$ cat src/rtl/tcs_pkg.sv
// Shared state encodings and sizing helper for the
// two's-complement serial controller.
package tcs_pkg;

    localparam logic [1:0] ST_IDLE  = 2'd0;
    localparam logic [1:0] ST_CLR   = 2'd1;
    localparam logic [1:0] ST_SHIFT = 2'd2;
    localparam logic [1:0] ST_DONE  = 2'd3;

    function automatic int clog2(input int v);
        int r;
        r = 0;
        for (int i = 0; i < 31; i++)
            if ((1 << i) < v) r = i + 1;
        return r;
    endfunction

endpackage

$ cat src/rtl/twos_comp_serial_ctrl_if.sv
// Request, result and serial-engine signals of the
// two's-complement serial controller.
interface twos_comp_serial_ctrl_if #(
    parameter int WIDTH = 8,
    parameter int NREQ  = 2,
    parameter int IDW   = 1
);

    logic [NREQ-1:0]       req_valid;
    logic [NREQ*WIDTH-1:0] req_data;
    logic [NREQ-1:0]       req_ready;
    logic                  eng_clr;
    logic                  eng_en;
    logic                  eng_in;
    logic                  eng_out;
    logic                  res_valid;
    logic [WIDTH-1:0]      res_data;
    logic [IDW-1:0]        res_id;
    logic                  res_ready;
    logic                  busy;

    modport master (
        output req_valid, req_data, res_ready, eng_out,
        input  req_ready, eng_clr, eng_en, eng_in,
        input  res_valid, res_data, res_id, busy
    );

    modport slave (
        input  req_valid, req_data, res_ready, eng_out,
        output req_ready, eng_clr, eng_en, eng_in,
        output res_valid, res_data, res_id, busy
    );

endinterface

$ cat src/rtl/twos_comp_serial_ctrl_rr_arbiter.sv
// Round-robin arbiter: one-hot grant and encoded index,
// searching from the requester after the last grant.
module rr_arbiter #(
    parameter int NREQ = 2,
    parameter int IDW  = 1
) (
    input  logic            clk,
    input  logic            reset,
    input  logic [NREQ-1:0] req,
    input  logic            advance,
    output logic [NREQ-1:0] gnt,
    output logic [IDW-1:0]  gnt_idx,
    output logic            any
);

    logic [IDW-1:0] last;
    logic [IDW-1:0] kk;
    int             k;

    always_comb begin
        gnt     = '0;
        gnt_idx = '0;
        any     = 1'b0;
        k       = 0;
        kk      = '0;
        for (int off = 1; off <= NREQ; off++) begin
            k = int'(last) + off;
            if (k >= NREQ) k = k - NREQ;
            kk = IDW'(k);
            if (!any && req[kk]) begin
                any     = 1'b1;
                gnt[kk] = 1'b1;
                gnt_idx = kk;
            end
        end
    end

    // Pointer starts at the last index so requester 0 wins first.
    always_ff @(posedge clk or posedge reset) begin
        if (reset)
            last <= IDW'(NREQ - 1);
        else if (advance && any)
            last <= gnt_idx;
    end

endmodule

$ cat src/rtl/twos_comp_serial_ctrl.sv
// Sequencer that feeds parallel words through the bit-serial
// negation engine and returns (-x) mod 2^WIDTH with the requester id.
module twos_comp_serial_ctrl
    import tcs_pkg::*;
#(
    parameter int WIDTH = 8,
    parameter int NREQ  = 2,
    parameter int IDW   = clog2(NREQ)
) (
    input logic                clk,
    input logic                reset,
    twos_comp_serial_ctrl_if.slave bus
);

    localparam int CW = clog2(WIDTH + 1);

    logic [1:0]       state;
    logic [WIDTH-1:0] sreg;
    logic [WIDTH-1:0] acc;
    logic [WIDTH-1:0] sel;
    logic [IDW-1:0]   id_q;
    logic [IDW-1:0]   gidx;
    logic [CW-1:0]    cnt;
    logic [NREQ-1:0]  gnt;
    logic             any;
    logic             take;
    logic             last_bit;

    assign take          = (state == ST_IDLE) && any;
    assign bus.req_ready = (state == ST_IDLE) ? gnt : '0;
    assign last_bit      = (cnt == CW'(WIDTH - 1));

    rr_arbiter #(
        .NREQ (NREQ),
        .IDW  (IDW)
    ) u_arb (
        .clk     (clk),
        .reset   (reset),
        .req     (bus.req_valid),
        .advance (take),
        .gnt     (gnt),
        .gnt_idx (gidx),
        .any     (any)
    );

    always_comb begin
        sel = '0;
        for (int i = 0; i < NREQ; i++)
            if (gnt[i]) sel = sel | bus.req_data[i*WIDTH +: WIDTH];
    end

    always_ff @(posedge clk or posedge reset) begin
        if (reset) begin
            state         <= ST_IDLE;
            sreg          <= '0;
            acc           <= '0;
            id_q          <= '0;
            cnt           <= '0;
            bus.eng_clr   <= 1'b0;
            bus.eng_en    <= 1'b0;
            bus.eng_in    <= 1'b0;
            bus.res_valid <= 1'b0;
            bus.res_data  <= '0;
            bus.res_id    <= '0;
            bus.busy      <= 1'b0;
        end else begin
            unique case (state)
                ST_IDLE: begin
                    if (any) begin
                        sreg        <= sel;
                        id_q        <= gidx;
                        bus.eng_clr <= 1'b1;
                        bus.busy    <= 1'b1;
                        state       <= ST_CLR;
                    end
                end
                ST_CLR: begin
                    bus.eng_clr <= 1'b0;
                    bus.eng_en  <= 1'b1;
                    bus.eng_in  <= sreg[0];
                    sreg        <= sreg >> 1;
                    cnt         <= '0;
                    state       <= ST_SHIFT;
                end
                ST_SHIFT: begin
                    // Engine output lands in the MSB; LSB-first
                    // bits end up in order after WIDTH shifts.
                    acc <= {bus.eng_out, acc[WIDTH-1:1]};
                    cnt <= cnt + CW'(1);
                    if (last_bit) begin
                        bus.eng_en    <= 1'b0;
                        bus.eng_in    <= 1'b0;
                        bus.res_valid <= 1'b1;
                        bus.res_data  <= {bus.eng_out, acc[WIDTH-1:1]};
                        bus.res_id    <= id_q;
                        state         <= ST_DONE;
                    end else begin
                        bus.eng_in <= sreg[0];
                        sreg       <= sreg >> 1;
                    end
                end
                ST_DONE: begin
                    if (bus.res_ready) begin
                        bus.res_valid <= 1'b0;
                        bus.busy      <= 1'b0;
                        state         <= ST_IDLE;
                    end
                end
                default: state <= ST_IDLE;
            endcase
        end
    end

endmodule

$ cat src/flat_wrapper.sv
// flat-port wrapper written by rule: the top's interface ports become plain ports
module twos_comp_serial_ctrl_flat import tcs_pkg::*;
#(
    parameter int WIDTH = 8,
    parameter int NREQ  = 2,
    parameter int IDW   = clog2(NREQ)
)
  (clk, reset, bus_req_valid, bus_req_data, bus_res_ready, bus_eng_out, bus_req_ready, bus_eng_clr, bus_eng_en, bus_eng_in, bus_res_valid, bus_res_data, bus_res_id, bus_busy);
  twos_comp_serial_ctrl_if #(.WIDTH(WIDTH), .NREQ(NREQ), .IDW(IDW)) bus_i ();
  input logic clk;
  input logic reset;
  input wire logic [$bits(bus_i.req_valid)-1:0] bus_req_valid;
  input wire logic [$bits(bus_i.req_data)-1:0] bus_req_data;
  input wire logic [$bits(bus_i.res_ready)-1:0] bus_res_ready;
  input wire logic [$bits(bus_i.eng_out)-1:0] bus_eng_out;
  output wire logic [$bits(bus_i.req_ready)-1:0] bus_req_ready;
  output wire logic [$bits(bus_i.eng_clr)-1:0] bus_eng_clr;
  output wire logic [$bits(bus_i.eng_en)-1:0] bus_eng_en;
  output wire logic [$bits(bus_i.eng_in)-1:0] bus_eng_in;
  output wire logic [$bits(bus_i.res_valid)-1:0] bus_res_valid;
  output wire logic [$bits(bus_i.res_data)-1:0] bus_res_data;
  output wire logic [$bits(bus_i.res_id)-1:0] bus_res_id;
  output wire logic [$bits(bus_i.busy)-1:0] bus_busy;
  assign bus_i.req_valid = bus_req_valid;
  assign bus_i.req_data = bus_req_data;
  assign bus_i.res_ready = bus_res_ready;
  assign bus_i.eng_out = bus_eng_out;
  assign bus_req_ready = bus_i.req_ready;
  assign bus_eng_clr = bus_i.eng_clr;
  assign bus_eng_en = bus_i.eng_en;
  assign bus_eng_in = bus_i.eng_in;
  assign bus_res_valid = bus_i.res_valid;
  assign bus_res_data = bus_i.res_data;
  assign bus_res_id = bus_i.res_id;
  assign bus_busy = bus_i.busy;
  twos_comp_serial_ctrl #(.WIDTH(WIDTH), .NREQ(NREQ), .IDW(IDW)) u_core (.clk(clk), .reset(reset), .bus(bus_i));
endmodule
$ cat config.mk
export PLATFORM = sky130hd
export DESIGN_NAME = twos_comp_serial_ctrl_flat
export DESIGN_NICKNAME = d
export VERILOG_FILES = /design/src/rtl/tcs_pkg.sv /design/src/rtl/twos_comp_serial_ctrl_if.sv /design/src/rtl/twos_comp_serial_ctrl_rr_arbiter.sv /design/src/rtl/twos_comp_serial_ctrl.sv /design/src/flat_wrapper.sv
export SDC_FILE = /design/constraint.sdc
export NUM_CORES = 1
export LEC_CHECK = 0
export ABC_CLOCK_PERIOD_IN_PS = 5000
export BUFFER_PORTS_ARGS = -buffer_cell sky130_fd_sc_hd__buf_2
export CAP_MARGIN = 5
export CORE_MARGIN = 2
export CORE_UTILIZATION = 55
export CTS_BUF_LIST = sky130_fd_sc_hd__clkbuf_2 sky130_fd_sc_hd__clkbuf_4 sky130_fd_sc_hd__clkbuf_8
export DETAILED_ROUTE_END_ITERATION = 8
export PLACE_DENSITY = 0.82
export SLEW_MARGIN = 25
export SYNTH_ARGS = -nofsm -noshare
export SYNTH_HDL_FRONTEND = slang
export SYNTH_SLANG_ARGS = --single-unit
$ cat constraint.sdc
create_clock -name clk -period 5 [get_ports clk]
set_clock_uncertainty 0.1 [all_clocks]
set_input_delay 0.25 -clock clk [delete_from_list [all_inputs] [get_ports clk]]
set_output_delay 0.25 -clock clk [all_outputs]
set_load 0.05 [all_outputs]
==> impl_metrics.json, run 1 <==
{
  "run_status": "finished clean",
  "start_util_pct": 57.8,
  "crit_chain": "inv_1, ha_1, nand4b_1, nand3b_2, nand2_1, o31ai_1",
  "pwr-share-comb_pct": 45.5,
  "antenna_found_initial": 0,
  "cpLargestDelayFamily": "simple AND/OR/NAND/NOR gates",
  "synth_area_leaders": "dfrtp_1, nand2_1, ha_1",
  "grt_start_max_net_pins": 38,
  "clkTransAtPathRegs_ns": 0.11,
  "cp-start-kind": "flop",
  "cts.sinks": 37,
  "clockPowerShare_pct": 14.6,
  "syn_area_mm2": 0.00175,
  "crit_type": "flop to flop",
  "worst-path-max-fanout": 16,
  "die_area_mm2": 0.00365,
  "grt_overflow": 0,
  "synth.avg_cell_area_um2": 10.1,
  "rrSetupSlack_ns": 2.42,
  "first_pass_iters": 4,
  "peakVddDrop_mv": 0.305,
  "cellPowerDensity_mw_per_mm2": 582,
  "synth_top_area_share_pct": 51.5,
  "drv_cap": 0,
  "avgViaCountPerCell": 5.34,
  "fin_ws_ns": 2.42,
  "post_drt_wl_per_cell_um": 12.6,
  "crit_buf_inv": 1,
  "drt_iter0_drc": 35,
  "pwr-share-seq_pct": 39.9,
  "cts_buffers": 5,
  "dr_total_vias": 1377,
  "synth.ff_latch_count": 37,
  "post_cts_buffers": 0,
  "p_switching_uw": 478,
  "dpl.cell_count": 248,
  "cts_tree": "yes",
  "hold_slack_ns": 0.0303,
  "max_stage_delay_ns": 0.60,
  "crit_required_ns": 5.14,
  "rows": 20,
  "grt_first_pass_wirelength_um": 5480,
  "synthTopCellsByCount": "nand2_1, dfrtp_1, inv_1",
  "ctsLongestPathBuffers": 2,
  "leakagePower_uw": 0.00101,
  "synth_flop_cell": "dfrtp_1",
  "synth_fp_nets": 202,
  "io_buffers": 37,
  "period_needed_ns": 2.58,
  "cts-htree-levels": 2,
  "async_reset_ff_share_pct": 100,
  "setup_violations": 0,
  "yosysUniqueCellTypes": 33,
  "switching_share_pct": 40.1,
  "ctsResizeCount": 0,
  "drtAntennaViolNets": 0,
  "gp_congestion": 0.813,
  "cts_root_buf": "clkbuf_4",
  "drc": 0,
  "ios": 38,
  "cpMaxStageDelayCell": "nand4b_1",
  "drive_gt1_share_pct": 27.6,
  "worstSetupEndpointType": "flop",
  "synth_edf_count": 0,
  "fin_cells": 258,
  "finalSetupTns_ns": 0,
  "grt_pass1_vias": 1288,
  "worstPathArrival_ns": 2.72,
  "clkLatencyLatePin_ns": 0.34,
  "max_freq_ghz": 0.388,
  "wl_um": 3240,
  "chipWidth_um": 60.4,
  "hold_viol_final": 0,
  "synth_most_common_cell": "nand2_1",
  "track_usage_pct": 20.6,
  "post-route-period-util_pct": 51.6,
  "pre_cts_slack_ns": 2.44,
  "diodes": 0,
  "area_growth_pct": 17.3,
  "max-slew-margin-rel_pct": 57.0,
  "seq_area_frac_synth_pct": 53.0,
  "dp.final_hpwl_um": 2410,
  "maxSlewViolCount": 0,
  "worstMarginPinSlew_ns": 0.645,
  "p_int_uw": 716,
  "synth_warnings": 0,
  "die_h_um": 60.4,
  "core_mm2": 0.00303,
  "hold_path_class": "input port to flop",
  "finalNetCount": 242,
  "rsz0062_at_grt": "no",
  "yosysTopAreaCell": "dfrtp_1",
  "synthCells": 173
}
[metal layers]
layer | track usage, % | part of all wire (%)
met5 | 0 | 0
met4 | 8.89 | 1.5
met3 | 7.04 | 4.7
met2 | 33.7 | 51
met1 | 24.7 | 43
[cells in the final DEF, fill, tap and decap left out]
| master | instances |
|---|---|
| nor3b_1 | 1 |
| dfrtp_1 | 36 |
| buf_2 | 37 |
| a21boi_1 | 2 |
| inv_1 | 10 |
| nand3_1 | 4 |
| buf_4 | 1 |
| dlygate4sd3_1 | 2 |
| mux2i_1 | 1 |
| and3_2 | 1 |
| or3b_1 | 1 |
| nand3b_2 | 1 |
| o211ai_1 | 1 |
| nor2b_1 | 7 |
| clkinv_1 | 1 |
| o31ai_1 | 8 |
| clkbuf_8 | 2 |
| nand4b_1 | 1 |
| nor2_1 | 2 |
| nand3b_1 | 2 |
| clkbuf_4 | 5 |
| ha_1 | 7 |
| a221oi_1 | 7 |
| and3_4 | 1 |
| dfstp_2 | 1 |
| a31oi_1 | 1 |
| mux2_2 | 7 |
| mux2_4 | 1 |
| nand2b_1 | 1 |
| clkinv_2 | 1 |
| a21oi_1 | 5 |
| and2_2 | 1 |
| and2_1 | 1 |
| o21ai_0 | 9 |
| a22oi_1 | 1 |
| nand2_1 | 44 |
[power by group through the flow]
stage	sequential (µW)	combinational, µW	clock [µW]
2_1_floorplan	522	400	0
3_3_place_gp	474	520	0
3_5_place_dp	481	550	0
4_1_cts	475	552	180
5_1_grt	488	609	192
6_report	476	543	174
[kinds of logic (layout without fill, tap and decap cells)]
group	count (synthesis)	after routing	share of synthesized area [%]
muxes	9	9	5.94
adders and majority gates	7	7	5.01
buffers and inverters	18	59	4.36
DFF	37	37	53.0
AOI/OAI and AO/OA	34	34	13.0
and+or+nand+nor	68	68	18.7
[worst paths after layout]
kind                                   startpoint  depth (start not counted)                endpoint
max                               u_core.state[0]                          6          u_core.sreg[6]
min                                 bus_res_ready                          2    u_core.bus.res_valid
max reg2reg                       u_core.state[0]                          6          u_core.sreg[6]
min reg2reg                u_core.bus.res_data[3]                          2  u_core.bus.res_data[3]
max in group asynchronous                   reset                          4       u_core.u_arb.last
min in group asynchronous                   reset                          4           u_core.acc[7]
[state kept, by name, indices dropped and copies added, names as in the netlist]
| signal | cells |
|---|---|
| u_core.bus.res_id | 1 |
| u_core.bus.eng_en | 1 |
| u_core.acc | 7 |
| u_core.u_arb.last | 1 |
| u_core.bus.res_valid | 1 |
| u_core.cnt | 4 |
| u_core.id_q | 1 |
| u_core.bus.busy | 1 |
| u_core.bus.eng_clr | 1 |
| u_core.bus.res_data | 8 |
| u_core.state | 2 |
| u_core.sreg | 8 |
| u_core.bus.eng_in | 1 |
[metrics by stage]
stage	utilization (%)	total power, µW	cell area, µm²
detailed placement	64.8	1030	1960
floorplan	-	921	1750
global route	67.8	1290	2050
global placement	64.8	995	1960
finish	67.8	1190	2050
CTS	67.8	1210	2050
[layout make-up]
type                       instances  area, µm²
sequential                        37        927
multi-input combinational        118        746
timing repair buffer              40        213
fill                             243        976
inverter                          11       41.3
clock buffer                       7       65.1
tap                               44       55.1
clock inverter                     1       5.00
[timing repair]
item,4_1_cts,5_1_grt
hold buffers,2,0
setup endpoints to repair,0,0
hold endpoints to repair,37,0
No activity file was read; power rests on OpenSTA's default activity.
==> run 2, diff against run 1 <==
Settings changed: ABC_CLOCK_PERIOD_IN_PS 5000 to 2500.
Clock period 5 ns to 2.5 ns, I/O delays scaled along.
==> run 2 against run 1 <==
Sequential power rose by 99%. First-iteration DRC count rose by 57%. Utilization rose by 2.1 points. Combinational power rose by 100%. Hold slack got worse by 0.0086 ns. Die area did not move. Critical path depth fell by 2. Non-clock buffer count rose by 5.
==> impl_metrics.json, run 2 (synthesis results as in run 1) <==
{
  "run_status": "finished clean",
  "die_h_um": 60.4,
  "hold_path_class": "input port to flop",
  "grt_overflow": 0,
  "max-slew-margin-rel_pct": 55.0,
  "final_cell_mix": "nand2_1, buf_2, dfrtp_1",
  "io_buffers": 37,
  "period_needed_ns": 2.19,
  "grt_start_max_net_pins": 27,
  "cp-startpoint": "u_core.u_arb.last",
  "drtAntennaViolNets": 0,
  "worstMarginPinSlew_ns": 0.676,
  "worstPathArrival_ns": 1.96,
  "worst-path-max-fanout": 9,
  "cts_tree": "yes",
  "grt_first_pass_wirelength_um": 5590,
  "max_freq_ghz": 0.458,
  "r2r-start": "u_core.state[0]",
  "post_drt_wl_per_cell_um": 12.6,
  "antenna_found_initial": 0,
  "setup_violations": 0,
  "area_growth_pct": 21.0,
  "gp_congestion": 0.880,
  "rows": 20,
  "drv_cap": 0,
  "cp-start-kind": "flop",
  "clkLatencyLatePin_ns": 0.34,
  "peakVddDrop_mv": 0.626,
  "drive_gt1_share_pct": 27.9,
  "cts_buffers": 5,
  "leakagePower_uw": 0.00104,
  "finalSetupTns_ns": 0,
  "first_pass_iters": 4,
  "crit_end": "bus_req_ready[0]",
  "dp.final_hpwl_um": 2480,
  "worstReg2RegEnd": "u_core.state[1]",
  "cellPowerDensity_mw_per_mm2": 1180,
  "drc": 0,
  "maxSlewViolCount": 0,
  "post-route-period-util_pct": 87.4,
  "final_common_cell": "nand2_1",
  "hold_slack_ns": 0.0216,
  "avgViaCountPerCell": 5.28,
  "cts.sinks": 37,
  "r2r_cells": 5,
  "worstSetupEndpointType": "output port",
  "reg.largest.list": "u_core.bus.res_data x8, u_core.sreg x8, u_core.acc x7",
  "cts-htree-levels": 2,
  "dr_total_vias": 1388,
  "diodes": 0,
  "nFillCells": 241,
  "cts_root_buf": "clkbuf_4",
  "chipWidth_um": 60.4,
  "finalNetCount": 247,
  "crit_required_ns": 2.28,
  "ios": 38,
  "grt_pass1_vias": 1371,
  "rrSetupSlack_ns": 0.48,
  "ctsResizeCount": 0,
  "track_usage_pct": 21.2,
  "wl_um": 3330,
  "hold_viol_final": 0,
  "rsz0062_at_grt": "no",
  "ctsLongestPathBuffers": 2,
  "start_util_pct": 57.8,
  "clkTransAtPathRegs_ns": 0.11,
  "core_mm2": 0.00303,
  "die_area_mm2": 0.00365,
  "drt_iter0_drc": 55,
  "crit_type": "flop to output port"
}
-- run 2: changes by cell type in the layout (fill, tap and decap cells not counted), sizes merged --
cell / previous run / this run
dlygate4sd3: 2 / 5
buf: 38 / 40
bufinv: 0 / 1
clkbuf: 7 / 6
clkinv: 2 / 1
clkinvlp: 0 / 1
-- run 2: power breakdown --
group          internal (µW)  switching (µW)
logic                    464             640
clock network            238             202
registers                815             134
-- run 2: stage by stage --
stage               utilization (%)  setup WS, ns  instance area (µm²)  total power (µW)  instances
floorplan                         -         0.621                 1750              1840        173
global placement               65.3         0.600                 1980              2000        250
detailed placement             65.3         0.510                 1980              2070        250
CTS                            69.9         0.297                 2120              2510        263
global route                   69.9         0.193                 2120              2670        263
finish                         69.9         0.314                 2120              2490        263
-- run 2: worst max-delay path, cell delays in order (launching register included) --
cell and delay (ns):
dfstp_2 0.56, inv_1 0.05, a21boi_1 0.49, and2_2 0.26
buf_2 0.26
-- run 2: final cells by class --
type | instances | area [µm²] | share of cell area (%)
sequential | 37 | 927 | 43.8
clock buffer | 6 | 51.3 | 2.42
inverter | 11 | 41.3 | 1.95
timing repair buffer | 45 | 258 | 12.2
tap | 44 | 55.1 | 2.60
clock inverter | 2 | 37.5 | 1.77
multi-input combinational | 118 | 746 | 35.2
-- run 2: worst min path at each step --
stage | depth (start not counted) | start | slack [ns] | to
after floorplan | 1 | bus_res_ready | 0.13 | u_core.bus.res_valid
after global placement | 2 | reset | 0.14 | u_core.bus.res_data[7]
after detailed placement | 2 | reset | 0.15 | u_core.bus.res_data[6]
after CTS | 3 | bus_req_data[15] | 0.01 | u_core.sreg[7]
after global routing | 3 | bus_req_data[15] | 0.03 | u_core.sreg[7]
final | 3 | bus_req_data[15] | 0.02 | u_core.sreg[7]
-- run 2: per-layer routing --
layer	wire (µm)	track usage [%]	up-vias
li1	-	-	682
met1	1410	22.6	653
met2	1660	37.7	44
met3	186	7.04	9
met4	74	9.84	0
met5	0	0	-
-- run 2: what timing repair did --
| action | in CTS | in global routing |
|---|---|---|
| hold endpoints to repair | 25 | 0 |
| setup buffers | 0 | 0 |
| hold buffers | 5 | 0 |
